[src/rtl/psk_acq_pkg.sv]
// Shared types and constants for the PSK acquisition sequencer.
// The quadrature offset is applied by the Q NCO wiring, not by the sequencer.
package psk_acq_pkg;

    localparam int CW_W_DEF = 13;
    localparam int E_W_DEF  = 9;

    localparam logic [CW_W_DEF-1:0] QUAD_OFS = 13'h800;

    typedef enum logic [2:0] {
        S_IDLE,
        S_SETTLE,
        S_INTEG,
        S_DUMP,
        S_CMP,
        S_NEXT,
        S_REPORT
    } state_t;

endpackage

[src/rtl/psk_peak_tracker.sv]
// Samples one energy per grid point and keeps the strongest point of the sweep.
// Ties keep the earliest point because the compare is strict.
module psk_peak_tracker
    import psk_acq_pkg::*;
#(
    parameter int              CW_W     = CW_W_DEF,
    parameter int              E_W      = E_W_DEF,
    parameter logic [CW_W-1:0] INIT_FCW = '0
) (
    input  logic            clk,
    input  logic            rst_in,
    input  logic            clr,
    input  logic            smp_en,
    input  logic            cmp_en,
    input  logic [E_W-1:0]  energy_in,
    input  logic [CW_W-1:0] cur_fcw,
    input  logic [CW_W-1:0] cur_pcw,
    output logic [E_W-1:0]  best_e,
    output logic [CW_W-1:0] best_fcw,
    output logic [CW_W-1:0] best_pcw
);

    logic [E_W-1:0] e_smp;

    always_ff @(posedge clk) begin
        if (!rst_in) begin
            e_smp    <= '0;
            best_e   <= '0;
            best_fcw <= INIT_FCW;
            best_pcw <= '0;
        end else begin
            if (smp_en)
                e_smp <= energy_in;
            if (clr) begin
                best_e   <= '0;
                best_fcw <= INIT_FCW;
                best_pcw <= '0;
            end else if (cmp_en && (e_smp > best_e)) begin
                best_e   <= e_smp;
                best_fcw <= cur_fcw;
                best_pcw <= cur_pcw;
            end
        end
    end

endmodule

[src/rtl/psk_sweep_ctl.sv]
// Acquisition sequencer: walks the bin x phase grid, integrates each point,
// and reports the peak (fcw, pcw, energy) once per sweep over valid/ready.
module psk_sweep_ctl
    import psk_acq_pkg::*;
#(
    parameter int              CW_W      = CW_W_DEF,
    parameter logic [CW_W-1:0] FCW_START = 'h100,
    parameter logic [CW_W-1:0] FCW_STEP  = 'h010,
    parameter int              NUM_BINS  = 8,
    parameter int              NUM_PH    = 4,
    parameter logic [CW_W-1:0] PH_STEP   = 'h400,
    parameter int              SETTLE    = 4,
    parameter int              INTEG_LEN = 256,
    parameter int              E_W       = E_W_DEF,
    parameter logic [E_W-1:0]  THRESH    = 'h040
) (
    input  logic            clk,
    input  logic            rst_in,
    input  logic            start,
    input  logic            abort,
    input  logic [E_W-1:0]  energy_in,
    output logic [CW_W-1:0] fcw,
    output logic [CW_W-1:0] pcw,
    output logic            corr_clr,
    output logic            busy,
    output logic            res_valid,
    input  logic            res_ready,
    output logic            res_found,
    output logic [CW_W-1:0] res_fcw,
    output logic [CW_W-1:0] res_pcw,
    output logic [E_W-1:0]  res_energy
);

    localparam int CNT_MAX = (SETTLE > INTEG_LEN) ? SETTLE : INTEG_LEN;
    localparam int CNT_W   = (CNT_MAX > 1) ? $clog2(CNT_MAX) : 1;
    localparam int BIN_W   = (NUM_BINS > 1) ? $clog2(NUM_BINS) : 1;
    localparam int PH_W    = (NUM_PH > 1) ? $clog2(NUM_PH) : 1;

    localparam logic [CNT_W-1:0] SET_LAST = CNT_W'(SETTLE - 1);
    localparam logic [CNT_W-1:0] INT_LAST = CNT_W'(INTEG_LEN - 1);
    localparam logic [BIN_W-1:0] BIN_LAST = BIN_W'(NUM_BINS - 1);
    localparam logic [PH_W-1:0]  PH_LAST  = PH_W'(NUM_PH - 1);

    state_t           state, state_nx;
    logic [CNT_W-1:0] cnt;
    logic [BIN_W-1:0] bin_idx;
    logic [PH_W-1:0]  ph_idx;
    logic             last_pt;
    logic             trk_clr;
    logic [E_W-1:0]   best_e;
    logic [CW_W-1:0]  best_fcw;
    logic [CW_W-1:0]  best_pcw;

    assign last_pt = (bin_idx == BIN_LAST) && (ph_idx == PH_LAST);
    assign trk_clr = (state == S_IDLE) && (state_nx == S_SETTLE);

    always_comb begin
        state_nx  = state;
        corr_clr  = 1'b0;
        busy      = 1'b1;
        res_valid = 1'b0;
        unique case (state)
            S_IDLE: begin
                busy     = 1'b0;
                corr_clr = 1'b1;
                if (start && !abort)
                    state_nx = S_SETTLE;
            end
            S_SETTLE: begin
                corr_clr = 1'b1;
                if (cnt == SET_LAST)
                    state_nx = S_INTEG;
            end
            S_INTEG: begin
                if (cnt == INT_LAST)
                    state_nx = S_DUMP;
            end
            S_DUMP:   state_nx = S_CMP;
            S_CMP:    state_nx = S_NEXT;
            S_NEXT:   state_nx = last_pt ? S_REPORT : S_SETTLE;
            S_REPORT: begin
                corr_clr  = 1'b1;
                res_valid = 1'b1;
                if (res_ready)
                    state_nx = S_IDLE;
            end
            default:  state_nx = S_IDLE;
        endcase
        if (abort && (state != S_IDLE))
            state_nx = S_IDLE;
    end

    always_ff @(posedge clk) begin
        if (!rst_in) begin
            state      <= S_IDLE;
            cnt        <= '0;
            bin_idx    <= '0;
            ph_idx     <= '0;
            fcw        <= FCW_START;
            pcw        <= '0;
            res_found  <= 1'b0;
            res_fcw    <= '0;
            res_pcw    <= '0;
            res_energy <= '0;
        end else begin
            state <= state_nx;
            cnt   <= (state_nx != state) ? '0 : cnt + 1'b1;
            // Grid restarts from point 0 whenever the sequencer is or goes idle.
            if ((state == S_IDLE) || (state_nx == S_IDLE)) begin
                bin_idx <= '0;
                ph_idx  <= '0;
                fcw     <= FCW_START;
                pcw     <= '0;
            end else if (state == S_NEXT) begin
                if (ph_idx != PH_LAST) begin
                    ph_idx <= ph_idx + 1'b1;
                    pcw    <= pcw + PH_STEP;
                end else begin
                    ph_idx  <= '0;
                    pcw     <= '0;
                    bin_idx <= bin_idx + 1'b1;
                    fcw     <= fcw + FCW_STEP;
                end
            end
            if ((state == S_NEXT) && (state_nx == S_REPORT)) begin
                res_found  <= (best_e >= THRESH);
                res_fcw    <= best_fcw;
                res_pcw    <= best_pcw;
                res_energy <= best_e;
            end
        end
    end

    psk_peak_tracker #(
        .CW_W     (CW_W),
        .E_W      (E_W),
        .INIT_FCW (FCW_START)
    ) u_peak (
        .clk       (clk),
        .rst_in    (rst_in),
        .clr       (trk_clr),
        .smp_en    (state == S_DUMP),
        .cmp_en    (state == S_CMP),
        .energy_in (energy_in),
        .cur_fcw   (fcw),
        .cur_pcw   (pcw),
        .best_e    (best_e),
        .best_fcw  (best_fcw),
        .best_pcw  (best_pcw)
    );

endmodule

[config.mk]
export PLATFORM = sky130hd
export DESIGN_NAME = psk_sweep_ctl
export DESIGN_NICKNAME = d
export VERILOG_FILES = /design/src/rtl/psk_acq_pkg.sv /design/src/rtl/psk_peak_tracker.sv /design/src/rtl/psk_sweep_ctl.sv
export SDC_FILE = /design/constraint.sdc
export NUM_CORES = 1
export LEC_CHECK = 0
export ABC_CLOCK_PERIOD_IN_PS = 7720
export CAP_MARGIN = 20
export CORE_MARGIN = 3
export CORE_UTILIZATION = 55
export CTS_BUF_LIST = sky130_fd_sc_hd__clkbuf_16
export DETAILED_ROUTE_END_ITERATION = 6
export PLACE_DENSITY = 0.92
export SYNTH_ARGS = -nofsm -noshare
export SYNTH_HDL_FRONTEND = slang
export SYNTH_HIERARCHICAL = 1
export SYNTH_SLANG_ARGS = --single-unit
[constraint.sdc]
create_clock -name clk -period 7.72 [get_ports clk]
set_clock_uncertainty 0.05 [all_clocks]
set_input_delay 1.158 -clock clk [delete_from_list [all_inputs] [get_ports clk]]
set_output_delay 1.158 -clock clk [all_outputs]
set_load 0.005 [all_outputs]
==> key figures <==
Power and ir drop
  – Leak: 2.04 nW
  – Comb pwr share: a little over 5%
  – Total power: between 1 and 1.5 mW
  – Switching Fraction: 22.6%
  – Switch Pwr: 0.244 mW
  – Share of power burned in registers: a little over half
  – PwrDens: between 150 and 200 mW/mm2
  – Worst vdd ir: around 120 uV
  – Internal Pwr Total: 0.833 mW
  – Clk pwr share: 42.7%

STA
  – Sum of negative setup slack: 0 ns
  – Final setup viols: 0
  – Final Hold Viols: 0
  – Pins Over Slew Limit: 0
  – RSZ-0062 raised after global routing: no
  – Slew HR: roughly a quarter
  – Fmax: ~270 MHz
  – Tcrit/Tclk final: 48.8%
  – Min cycle time layout: 3.76 ns
  – Worst Tran Pin Value: approximately 1.1 ns
  – Final worst setup slack: 3.96 ns

Clock tree
  – Depth of the CTS H-tree: 3
  – Clock sink count: 108
  – CTS clock-pin slew for the worst setup and hold paths: around 0.07 ns
  – Root Buffer Master: clkbuf_16
  – Post-CTS resize count: 0
  – Hold-fix buffers, CTS: 0
  – Postcts setup bufs: 0
  – CTS tree: built
  – CTS max path bufs: 2
  – Clk_lat worst skew: 0.34 ns
  – Total CTS buffers: 9

Placed design
  – IO Port Bufs: 64
  – Post-DP HPWL: 6970 um
  – Placement Cell Area: 0.00555 mm2
  – Gpl congestion: 0.872
  – Place WS: 3.65 ns

Synth
  – Yosys warns: 6
  – Cells after Synth: 546
  – Sequential element share of the synthesized area: 43.1%
  – Synth top area cells: dfxtp_1 43%, nand2_1 11%, mux2i_1 9.6%, a21oi_1 4.3%, ha_1 3.7%
  – Share of the synthesized area in the top cell type: 43.1%
  – Post-synth ARST share: 0%
  – Post-Syn Area per Cell: 9.19 um2
  – Most used DFF post-synth: dfxtp_1
  – Cell taking the most area after synthesis: dfxtp_1
  – Number of synthesized flops with an enable pin: 0
  – Mapped cell area: ~0.005 mm2
  – FF+latch count, synth: 108
  – Cell variety after synth: 59

Global route
  – First-pass GRT wire length: 17200 um
  – Tot GR Track Use: 20.9%
  – Total global routing overflow: 0
  – Antenna violations before repair: 0
  – Number of global-route vias before repair: between 3k and 4k
  – Largest net degree at the start of global routing: between 40 and 50

Finish
  – FILL cells: 646
  – Nets: 634
  – N_diodes: 0
  – Area growth, synth to finish: 17.3%
  – Share of cells above drive strength 1: 9.18%
  – Final non-filler cell area: just under 0.006 mm2

Die
  – Initial Util: 57.0%
  – Die area: slightly above 0.01 mm2
  – Core Box Area: 0.00881 mm2
  – Die Ht: 102 um
  – Io pins: 79
  – Num rows: 34
  – Die X: between 100 and 150 um

Critical path
  – FF-to-FF Start: state[1]$_SDFF_PN0_
  – R2r setup slk: between 4 and 5 ns
  – Worst Path Arrival: approximately 4.0 ns
  – Worst path required time: slightly below 8 ns
  – Reg2reg end: u_peak/best_e[8]$_SDFFE_PP0P_
  – Critical path class: in2reg
  – CP Capture Type: register
  – Reg2reg path depth: 9
  – Startpoint Class: primary input
  – Worst Path Max Fanout: 48

Flow run
  – MaxCap Viol Count: 0

Hold path
  – Hold Path Class: reg2reg
  – Hold Crit Start: res_fcw[0]$_SDFFE_PN0P_
  – Hold Path Depth: 2
  – Hold endpoint: res_fcw[0]$_SDFFE_PN0P_

Drt
  – Metal3 WL: 470 um
  – Detail Route Antenna Nets: 0
  – Pre-antenna DRT Iters: 4
  – Routed len/inst: about 15 um
  – Via/cell ratio: 5.34
  – Final wirelength: 10500 um
  – DRT iter0 DRCs: roughly 220
  – Drc violations: 0
  – Routed vias: 3833
  – Met2 wire length: 5390 um
  – Met1 WL: 4430 um
  – Top Metal Used: met4

Status
  – Outcome: complete, no violations
[layout make-up]
| type | instances | area (um2) | share of cell area (%) |
|---|---|---|---|
| multi-input cells | 403 | 2520 | 42.8 |
| flip-flops and latches | 108 | 2160 | 36.7 |
| repair buffers | 70 | 718 | 12.2 |
| clock buffers | 9 | 225 | 3.83 |
| well taps | 108 | 135 | 2.30 |
| clock inverters | 7 | 76.3 | 1.30 |
| inverters | 13 | 48.8 | 0.829 |
[cell families (layout without fill, tap and decap cells)]
group / Yosys count / in the layout / share of synthesized area [%]
XOR/XNOR: 18 / 18 / 3.14
adder cells (fa/ha/maj): 15 / 15 / 3.74
buffers and inverters: 62 / 99 / 9.00
other: 1 / 28 / 0.0747
flip-flops: 108 / 108 / 43.1
multiplexers: 48 / 48 / 9.58
AO/OA/AOI/OAI: 76 / 76 / 10.9
AND/OR/NAND/NOR: 218 / 218 / 20.4
[Yosys cell counts, types with 5 or more instances]
| cell | instances |
|---|---|
| a21oi_2 | 12 |
| buf_4 | 17 |
| ha_1 | 15 |
| mux2i_1 | 48 |
| nand3_1 | 8 |
| nor3_1 | 7 |
| a21o_1 | 5 |
| buf_6 | 5 |
| xor2_1 | 8 |
| nand2_1 | 148 |
| xnor2_1 | 10 |
| dfxtp_1 | 108 |
| nor2_1 | 9 |
| and3_1 | 5 |
| a21oi_1 | 43 |
| buf_2 | 9 |
| clkbuf_1 | 7 |
| inv_1 | 13 |
| nor2b_1 | 11 |
| dlygate4sd1_1 | 6 |
[per-layer routing]
layer | vias up | track usage (%)
li1 | 1902 | -
met1 | 1807 | 25.6
met2 | 106 | 35.0
met3 | 18 | 3.17
met4 | 0 | 11.5
met5 | - | 0
[per-stage QoR]
stage               hold WS (ns)  cells  util (%)
floorplan                  0.382    573         -
global placement           0.387    699      62.8
detailed placement         0.396    700      63.0
CTS                        0.406    716      66.4
global route               0.421    718      66.8
finish                     0.402    718      66.8
[critical path: stages]
cell	delay (ns)
clkdlybuf4s50_1	0.80
inv_1	0.14
a21o_1	0.22
a221oi_2	0.38
nand2_1	0.11
and3b_2	0.26
nor2b_4	0.41
buf_12	0.28
nand2_1	0.08
mux2i_1	0.14
[power by group through the flow]
stage               registers (mW)  logic (mW)  clock network (mW)
finish                       0.562      0.0547               0.460
global route                 0.562      0.0598               0.485
CTS                          0.562      0.0535               0.464
detailed placement           0.575      0.0526                   0
global placement             0.575      0.0486                   0
floorplan                    0.573      0.0469                   0
[cell usage in the layout (no fill, tap or decap), types with 2 or more instances in the layout]
| master | netlist | routed |
|---|---|---|
| mux2i_1 | 48 | 48 |
| a21o_1 | 5 | 5 |
| nor2b_1 | 11 | 10 |
| clkinv_4 | 0 | 3 |
| and3_1 | 5 | 5 |
| nor3_1 | 7 | 7 |
| o221a_2 | 1 | 2 |
| nand4_1 | 3 | 3 |
| conb_1 | 1 | 28 |
| and2b_1 | 2 | 2 |
| nor2_1 | 9 | 9 |
| a211oi_1 | 3 | 3 |
| a21oi_1 | 43 | 43 |
| inv_1 | 13 | 14 |
| buf_4 | 17 | 3 |
| or3_1 | 2 | 2 |
| clkbuf_16 | 0 | 9 |
| xnor2_1 | 10 | 10 |
| xor2_1 | 8 | 8 |
| nor3b_2 | 2 | 2 |
| dfxtp_1 | 108 | 108 |
| nand3_1 | 8 | 8 |
| a21oi_2 | 12 | 12 |
| nand2_1 | 148 | 148 |
| buf_12 | 4 | 2 |
| ha_1 | 15 | 15 |
| clkdlybuf4s50_1 | 0 | 64 |
| and2_1 | 3 | 3 |
[flip-flops by register name, summed over array words and instances (netlist names)]
signal,flops
bin_idx,3
state,3
cnt,8
fcw,9
u_peak/best_fcw,13
res_fcw,13
pcw,3
u_peak/best_e,9
res_found,1
u_peak/best_pcw,13
res_pcw,13
ph_idx,2
res_energy,9
u_peak/e_smp,9
[worst max path at each step]
stage | end | startpoint | cells past startpoint
3_5_place_dp | u_peak/best_pcw[6]$_SDFFE_PP0P_ | abort | 10
6_report | u_peak/best_e[8]$_SDFFE_PP0P_ | abort | 10
4_1_cts | u_peak/best_pcw[11]$_SDFFE_PP0P_ | abort | 10
2_1_floorplan | u_peak/best_e[0]$_SDFFE_PP0P_ | abort | 12
3_3_place_gp | u_peak/best_fcw[12]$_SDFFE_PP0P_ | abort | 9
5_1_grt | u_peak/best_e[7]$_SDFFE_PP0P_ | abort | 10
Power figures use the tool's default switching activity.
